<file path="src/rtl/logic_unit_seq_if.sv">
// Operand/result handshake bundle for logic_unit_seq.
// The master drives the operands and the result acceptance; the slave is the logic unit.
interface logic_unit_seq_if #(
  parameter int unsigned WIDTH = 8
);
  logic             in_valid;
  logic             in_ready;
  logic [2:0]       op;
  logic [WIDTH-1:0] a;
  logic [WIDTH-1:0] b;
  logic             out_valid;
  logic             out_ready;
  logic [WIDTH-1:0] result;
  logic             zero;
  logic             busy;

  modport master (
    output in_valid, op, a, b, out_ready,
    input  in_ready, out_valid, result, zero, busy
  );

  modport slave (
    input  in_valid, op, a, b, out_ready,
    output in_ready, out_valid, result, zero, busy
  );
endinterface

</file>
<file path="src/rtl/logic_unit_seq.sv">
// Registered logic unit: six single-cycle bitwise ops plus iterative rotate-left and
// population count, with valid/ready handshakes on both sides.
module logic_unit_seq #(
  parameter int unsigned WIDTH = 8
) (
  input  logic              clk,
  input  logic              reset_n,
  logic_unit_seq_if.slave   bus
);

  // Rotate-amount width; the counter carries one extra bit so it can hold WIDTH.
  localparam int unsigned CW = $clog2(WIDTH);

  localparam logic [CW:0] CntOne  = (CW + 1)'(1);
  localparam logic [CW:0] CntFull = (CW + 1)'(WIDTH);

  if (WIDTH < 4 || (WIDTH & (WIDTH - 1)) != 0) begin : gen_width_check
    $error("logic_unit_seq: WIDTH must be a power of two and at least 4");
  end

  typedef enum logic [1:0] {
    StIdle,
    StRun,
    StDone
  } state_e;

  typedef enum logic [2:0] {
    OpAnd    = 3'b000,
    OpOr     = 3'b001,
    OpXor    = 3'b010,
    OpNot    = 3'b011,
    OpNand   = 3'b100,
    OpNor    = 3'b101,
    OpRol    = 3'b110,
    OpPopcnt = 3'b111
  } op_e;

  state_e           state_q;
  logic [WIDTH-1:0] result_q;
  logic [WIDTH-1:0] acc_q;
  logic [CW:0]      cnt_q;
  logic             is_pop_q;

  op_e              op_in;
  logic [CW-1:0]    rot_k;
  logic [WIDTH-1:0] simple_res;
  logic [WIDTH-1:0] acc_rol;
  logic [WIDTH-1:0] pop_bit;

  assign op_in   = op_e'(bus.op);
  assign rot_k   = bus.b[CW-1:0];
  assign acc_rol = {acc_q[WIDTH-2:0], acc_q[WIDTH-1]};
  assign pop_bit = {{(WIDTH-1){1'b0}}, acc_q[0]};

  // Single-cycle bitwise result for the incoming op; ROL/POPCNT slots are unused here.
  always_comb begin
    simple_res = '0;
    unique case (op_in)
      OpAnd:    simple_res = bus.a & bus.b;
      OpOr:     simple_res = bus.a | bus.b;
      OpXor:    simple_res = bus.a ^ bus.b;
      OpNot:    simple_res = ~bus.a;
      OpNand:   simple_res = ~(bus.a & bus.b);
      OpNor:    simple_res = ~(bus.a | bus.b);
      OpRol:    simple_res = '0;
      OpPopcnt: simple_res = '0;
      default:  simple_res = '0;
    endcase
  end

  // Control FSM and datapath registers; reset discards any in-flight operation.
  always_ff @(posedge clk) begin
    if (!reset_n) begin
      state_q  <= StIdle;
      result_q <= '0;
      acc_q    <= '0;
      cnt_q    <= '0;
      is_pop_q <= 1'b0;
    end else begin
      unique case (state_q)
        StIdle: begin
          if (bus.in_valid) begin
            if (op_in == OpRol) begin
              if (rot_k == '0) begin
                // Rotate by a multiple of WIDTH is the identity; skip RUN entirely.
                result_q <= bus.a;
                state_q  <= StDone;
              end else begin
                acc_q    <= bus.a;
                cnt_q    <= {1'b0, rot_k};
                is_pop_q <= 1'b0;
                state_q  <= StRun;
              end
            end else if (op_in == OpPopcnt) begin
              acc_q    <= bus.a;
              result_q <= '0;
              cnt_q    <= CntFull;
              is_pop_q <= 1'b1;
              state_q  <= StRun;
            end else begin
              result_q <= simple_res;
              state_q  <= StDone;
            end
          end
        end
        StRun: begin
          cnt_q <= cnt_q - CntOne;
          if (is_pop_q) begin
            result_q <= result_q + pop_bit;
            acc_q    <= acc_q >> 1;
          end else begin
            acc_q <= acc_rol;
          end
          if (cnt_q == CntOne) begin
            if (!is_pop_q) begin
              result_q <= acc_rol;
            end
            state_q <= StDone;
          end
        end
        StDone: begin
          if (bus.out_ready) begin
            state_q <= StIdle;
          end
        end
        default: state_q <= StIdle;
      endcase
    end
  end

  // Status outputs decode straight from the state register.
  assign bus.in_ready  = (state_q == StIdle);
  assign bus.out_valid = (state_q == StDone);
  assign bus.busy      = (state_q == StRun);
  assign bus.result    = result_q;
  assign bus.zero      = (result_q == '0);

endmodule
</file>
<file path="src/flat_wrapper.sv">
// flat-port wrapper written by rule: the top's interface ports become plain ports
module logic_unit_seq_flat 
#(
  parameter int unsigned WIDTH = 8
)
  (clk, reset_n, bus_in_valid, bus_op, bus_a, bus_b, bus_out_ready, bus_in_ready, bus_out_valid, bus_result, bus_zero, bus_busy);
  logic_unit_seq_if #(.WIDTH(WIDTH)) bus_i ();
  input  logic clk;
  input  logic reset_n;
  input wire logic [$bits(bus_i.in_valid)-1:0] bus_in_valid;
  input wire logic [$bits(bus_i.op)-1:0] bus_op;
  input wire logic [$bits(bus_i.a)-1:0] bus_a;
  input wire logic [$bits(bus_i.b)-1:0] bus_b;
  input wire logic [$bits(bus_i.out_ready)-1:0] bus_out_ready;
  output wire logic [$bits(bus_i.in_ready)-1:0] bus_in_ready;
  output wire logic [$bits(bus_i.out_valid)-1:0] bus_out_valid;
  output wire logic [$bits(bus_i.result)-1:0] bus_result;
  output wire logic [$bits(bus_i.zero)-1:0] bus_zero;
  output wire logic [$bits(bus_i.busy)-1:0] bus_busy;
  assign bus_i.in_valid = bus_in_valid;
  assign bus_i.op = bus_op;
  assign bus_i.a = bus_a;
  assign bus_i.b = bus_b;
  assign bus_i.out_ready = bus_out_ready;
  assign bus_in_ready = bus_i.in_ready;
  assign bus_out_valid = bus_i.out_valid;
  assign bus_result = bus_i.result;
  assign bus_zero = bus_i.zero;
  assign bus_busy = bus_i.busy;
  logic_unit_seq #(.WIDTH(WIDTH)) u_core (.clk(clk), .reset_n(reset_n), .bus(bus_i));
endmodule
</file>
<file path="config.mk">
export PLATFORM = sky130hd
export DESIGN_NAME = logic_unit_seq_flat
export DESIGN_NICKNAME = d
export VERILOG_FILES = /design/src/rtl/logic_unit_seq_if.sv /design/src/rtl/logic_unit_seq.sv /design/src/flat_wrapper.sv
export SDC_FILE = /design/constraint.sdc
export NUM_CORES = 1
export LEC_CHECK = 0
export CAP_MARGIN = 20
export CORE_MARGIN = 5
export CORE_UTILIZATION = 50
export CTS_CLUSTER_SIZE = 25
export DETAILED_ROUTE_END_ITERATION = 8
export PLACE_DENSITY = 0.77
export SLEW_MARGIN = 25
export SYNTH_ARGS = -nofsm -noshare
export SYNTH_HDL_FRONTEND = slang
export SYNTH_SLANG_ARGS = --single-unit
</file>
<file path="constraint.sdc">
create_clock -name clk -period 1.9 [get_ports clk]
set_input_delay 0.285 -clock clk [delete_from_list [all_inputs] [get_ports clk]]
set_output_delay 0.285 -clock clk [all_outputs]
set_load 0.005 [all_outputs]
</file>
# ---- Word-level counts from Yosys, hierarchy flattened
# Index checks and enable logic that the tools add are counted.
dict set report op_classes {
  bitwise 6
  n_addsub 2
  reduce_logical 10
  n_mux 30
  n_eq_ne 17
}
# cell count
set op_table {}
lappend op_table {{$mux W8} 12}
lappend op_table {{$pmux W8 S6} 1}
lappend op_table {{$pmux W8 S2} 2}
lappend op_table {{$not A8 Y8} 3}
lappend op_table {{$mux W4} 4}
lappend op_table {{$eq A3 B3 Y1 const B} 4}
lappend op_table {{$mux W2} 6}
lappend op_table {{$add A8 B1 Y8} 1}
lappend op_table {{$and A8 B8 Y8} 1}
lappend op_table {{$logic_not A8 Y1} 1}
lappend op_table {{$or A8 B8 Y8} 1}
lappend op_table {{$pmux W4 S2} 1}
lappend op_table {{$reduce_and A4 Y1} 2}
lappend op_table {{$xor A8 B8 Y8} 1}
lappend op_table {{$eq A3 B2 Y1 const B} 2}
lappend op_table {{$logic_not A3 Y1} 2}
lappend op_table {{$ne A2 B2 Y1 const B} 3}
lappend op_table {{$ne A3 B3 Y1 const B} 2}
lappend op_table {{$pmux W2 S3} 1}
lappend op_table {{$reduce_and A3 Y1} 2}
lappend op_table {{$eq A4 B1 Y1 const B} 1}
lappend op_table {{$reduce_bool A2 Y1} 2}
lappend op_table {{$sub A4 B1 Y4 const B} 1}
lappend op_table {{$eq A3 B1 Y1 const B} 1}
lappend op_table {{6 further kinds} 8}
dict set report word_totals {
  output_inout_bits 12
  register_bits 23
  word_cells 70
}

# ---- Longest topological paths before layout
dict set report logic_depth {
  word_depth 7
  mapped_depth 8
}

# ---- Worst setup path after synthesis
# OpenSTA, ideal clock, no wires.
dict set report synth_timing {
  path_type {flip-flop to flip-flop}
  startpoint {register u_core.cnt_q[0]}
  endpoint {register u_core.result_q[6], in the netlist u_core.bus.result[6]}
  t_required_ps 1774
  period_less_slack_ps 1785
  stages_incl_launch_ff 8
  slack_ps 115
  arrival_time_ps 1659
  n_path_buf 1
  setup_ps 126
  cell_sequence {dfxtp_1 -> ha_1 -> or4b_4 -> buf_6 -> nor2_4 -> a31oi_1 -> a2111oi_2 -> a21oi_1}
}
dict set report synth_between {
  elab_chain_len 3
}
# element line_no
set synth_lines {}
lappend synth_lines {{start, declared} logic_unit_seq.sv:41} ;# logic [CW:0] cnt_q;
lappend synth_lines {{start signal, assigned} logic_unit_seq.sv:90} ;# cnt_q <= {1'b0, rot_k};
lappend synth_lines {{start signal, assigned} logic_unit_seq.sv:97} ;# cnt_q <= CntFull;
lappend synth_lines {{start signal, assigned} logic_unit_seq.sv:107} ;# cnt_q <= cnt_q - CntOne;
lappend synth_lines {{$eq A4 B1 Y1} logic_unit_seq.sv:114} ;# if (cnt_q == CntOne) begin
lappend synth_lines {{$mux W8} logic_unit_seq.sv:114}
lappend synth_lines {{$pmux W8 S2} logic_unit_seq.sv:80} ;# unique case (state_q)
lappend synth_lines {{end signal, assigned} logic_unit_seq.sv:86} ;# result_q <= bus.a;
lappend synth_lines {{end signal, assigned} logic_unit_seq.sv:109} ;# result_q <= result_q + pop_bit;
lappend synth_lines {{end signal, assigned} logic_unit_seq.sv:116} ;# result_q <= acc_rol;
lappend synth_lines {{end, declared} logic_unit_seq.sv:39} ;# logic [WIDTH-1:0] result_q;
# No other way between the ends.
# A chain may end at the register's enable or synchronous reset.

# ---- Worst setup path in the final report
dict set report layout_timing {
  startpoint {register u_core.cnt_q[1]}
  endpoint {register u_core.result_q[3], in the netlist u_core.bus.result[3]}
}
# The elaborated chain is that of the path after synthesis.

==> impl_metrics.json <==
{
  "outcome": "completed",
  "p_leak_nw": 1.40,
  "synth_area_per_cell_um2": 7.67,
  "grt_setup_unrepaired": "false",
  "start_util_pct": 51.2,
  "ys_async_sr_fraction_pct": 0,
  "io_buffers": 34,
  "r2r-end": "u_core.bus.result[3]",
  "crit_fanout": 9,
  "drive_gt1_share_pct": 25.6,
  "cts_tree": "done",
  "crit_path_end_kind": "flop",
  "cts-htree-levels": 1,
  "crit_slowest_cell": "or4b_4",
  "dieArea_mm2": 0.00633,
  "num_io_pins": 35,
  "final_core_util_pct": 70.6,
  "chipHeight_um": 79.5,
  "clkSinkCount": 23,
  "intPower_mw": 1.04,
  "syn_nets": 359,
  "switching_power_uw": 556,
  "root_buffer": "clkbuf_8",
  "r2r_slack_ns": 0.07,
  "cp_top_family": "simple AND/OR/NAND/NOR gates",
  "critical_path_class": "reg2reg",
  "slowest_delay_ns": 0.49,
  "cp.depth": 8,
  "holdWs_ns": 0.507,
  "synth_area_mm2": 0.00242,
  "yosysUniqueCellTypes": 75,
  "drv_cap": 0,
  "cts_hold_buf": 0,
  "antenna_found_initial": 0,
  "final.min_clock_period_ns": 1.83,
  "switching_share_pct": 34.8,
  "cts_buffers": 3,
  "arrival_ns": 1.99,
  "first_iter_violations": 317,
  "relSlewSlack_pct": 69.9,
  "synth_top_area_share_pct": 19.0,
  "diodes": 0,
  "p_seq_share_pct": 35.7,
  "pwr-share-clk_pct": 20.4,
  "max_slew.worst_pin.slew_ns": 0.450,
  "crit_required_ns": 2.05,
  "hold_viol_final": 0,
  "path_cells": "inv_1 > ha_4 > or4b_4 > buf_6 > o221ai_1 > a21oi_1 > a21oi_2 > a31oi_1",
  "avgViaCountPerCell": 5.86,
  "dpl.cell_count": 465,
  "cp-startpoint": "u_core.cnt_q[1]",
  "synth_area_leaders": "dfxtp_1 19%, ha_1 11%, nand2_1 5.7%, a21oi_1 5.0%, mux2i_1 3.7%",
  "grt.total_usage_pct": 24.5,
  "drc": 0,
  "worstSkewPairLatency_ns": 0.27,
  "areaGrowthSynthToFinish_pct": 38.0,
  "grt_pass1_vias": 2566,
  "hpwl_um": 5930,
  "nets": 447,
  "reg2reg_from": "u_core.cnt_q[1]",
  "yosysMostFrequentCell": "nand2_1",
  "hold_class": "reg2reg",
  "synth_seq_area_share_pct": 19.0,
  "core_area_mm2": 0.00472,
  "grt_overflow": 0,
  "place.gp.congestion": 0.918,
  "crit_end": "u_core.bus.result[3]",
  "instances_no_fill": 469,
  "yosysTopAreaCell": "dfxtp_1",
  "peakVddDrop_uv": 281,
  "fp.dieW_um": 79.5,
  "fill_cells": 386,
  "cts_max_path_buffers": 2,
  "synth_seq_cells": 23,
  "fin_tns_setup_ns": 0,
  "post_cts_buffers": 0,
  "synth.top_cells.by_count": "37 x nand2_1, 24 x a21oi_1, 24 x inv_1",
  "grt_max_degree": 22,
  "grt_pass1_wl_um": 12400,
  "fmax_mhz": 546,
  "path_clk_slew_ns": 0.09,
  "drv_slew": 0,
  "cp.buffers_inverters": 2,
  "setup_viol": 0,
  "synth_edf_count": 0,
  "power_density_mw_per_mm2": 479,
  "yosysWarnings": 0,
  "fin_skew_ns": 0.00783,
  "min_period_over_period_pct": 96.4,
  "wirelength_um": 7610,
  "vias": 2749,
  "ant_nets": 0,
  "ff2ff_path_depth": 8,
  "startpoint_type": "flop",
  "first_pass_iters": 5,
  "placementRows": 25,
  "syn_inst": 315,
  "synthFlopType": "dfxtp_1",
  "comb_power_share_pct": 43.9,
  "wl_per_cell_um": 16.2
}
## per-stage QoR
stage                     power [mW]  instance area, um2  worst slack, ns
after floorplan                0.925                2420            0.115
after global placement          1.24                3240           -0.355
after detailed placement        1.25                3240           -0.371
after CTS                       1.57                3300           0.0158
after global routing            1.69                3340          0.00554
final                           1.60                3340           0.0679
## cells by family (layout without fill, tap and decap cells)
family	count (synthesis)	after routing	share of synthesized area (%)
multiplexers	11	11	4.66
AND/OR/NAND/NOR	99	99	22.3
XOR/XNOR	3	3	1.09
adder cells (fa/ha/maj)	21	21	10.9
AO/OA/AOI/OAI	110	110	32.2
buffers and inverters	48	135	9.83
flip-flops	23	23	19.0
## worst register-to-register path: cells and delay by family, from the launching register on
family | cells | cell delay, ns
buf+inv | 2 | 0.26
compound gates | 4 | 0.49
simple gates | 1 | 0.49
flops | 1 | 0.32
fa+ha+maj | 1 | 0.15
## worst min path at each step
stage,start,cells past startpoint,endpoint
after global placement,u_core.acc_q[3],2,u_core.acc_q[3]
after detailed placement,u_core.acc_q[4],2,u_core.acc_q[4]
after floorplan,reset_n,2,u_core.cnt_q[2]
after CTS,u_core.acc_q[4],2,u_core.acc_q[4]
final,u_core.acc_q[3],2,u_core.acc_q[3]
after global routing,u_core.acc_q[4],2,u_core.acc_q[4]
## placed cells by master (no fill, tap or decap), types with 3 or more instances in the layout
cell type / netlist / layout
a21boi_1: 7 / 7
a21oi_1: 24 / 23
a22oi_1: 4 / 4
a31oi_1: 7 / 7
buf_4: 2 / 70
clkbuf_8: 1 / 3
clkdlybuf4s50_1: 1 / 30
dfxtp_1: 23 / 22
dlygate4sd2_1: 0 / 3
ha_1: 21 / 19
inv_1: 24 / 24
mux2i_1: 9 / 9
nand2_1: 37 / 37
nand2b_1: 8 / 8
nand3_1: 5 / 5
nor2_1: 9 / 9
nor2b_1: 7 / 7
nor3_1: 4 / 4
o211ai_1: 8 / 8
o21ai_0: 15 / 14
o21ai_1: 8 / 9
o221ai_1: 8 / 6
or3_1: 3 / 3
## area by class of cell
class	instances	area, um2	area share [%]
Timing Repair Buffer	105	876	26.3
Clock buffer	3	41.3	1.24
Inverter	26	105	3.15
Tap cell	67	83.8	2.51
Clock inverter	1	5.00	0.150
Multi-Input combinational cell	244	1760	52.9
Sequential cell	23	462	13.8
## registers in the layout (all words and copies together), names as in the netlist
register and flops:
u_core.acc_q 8, u_core.bus.result 8, u_core.cnt_q 4, u_core.state_q 2, u_core.is_pop_q 1
## per-layer routing
metal,track usage [%],share of wire (%),up-vias
met5,0,0,-
met4,9.28,3.1,0
met3,3.72,6.2,25
met2,41.0,48,107
met1,31.6,43,1288
li1,-,-,1329
## power by group through the flow
stage / Combinational, mW / Sequential, mW / Clock [mW]
global placement: 0.663 / 0.574 / 0
global route: 0.768 / 0.575 / 0.347
CTS: 0.683 / 0.566 / 0.324
finish: 0.702 / 0.570 / 0.326
detailed placement: 0.678 / 0.576 / 0
floorplan: 0.354 / 0.571 / 0
## repair_timing
| action | CTS | global route |
|---|---|---|
| resized for setup | 7 | 11 |
| endpoints found under the hold margin | 0 | 0 |
| endpoints found under the setup margin | 4 | 9 |
| gates cloned | 0 | 0 |
| pin swaps | 0 | 2 |
(Power assumes the default switching activity.)
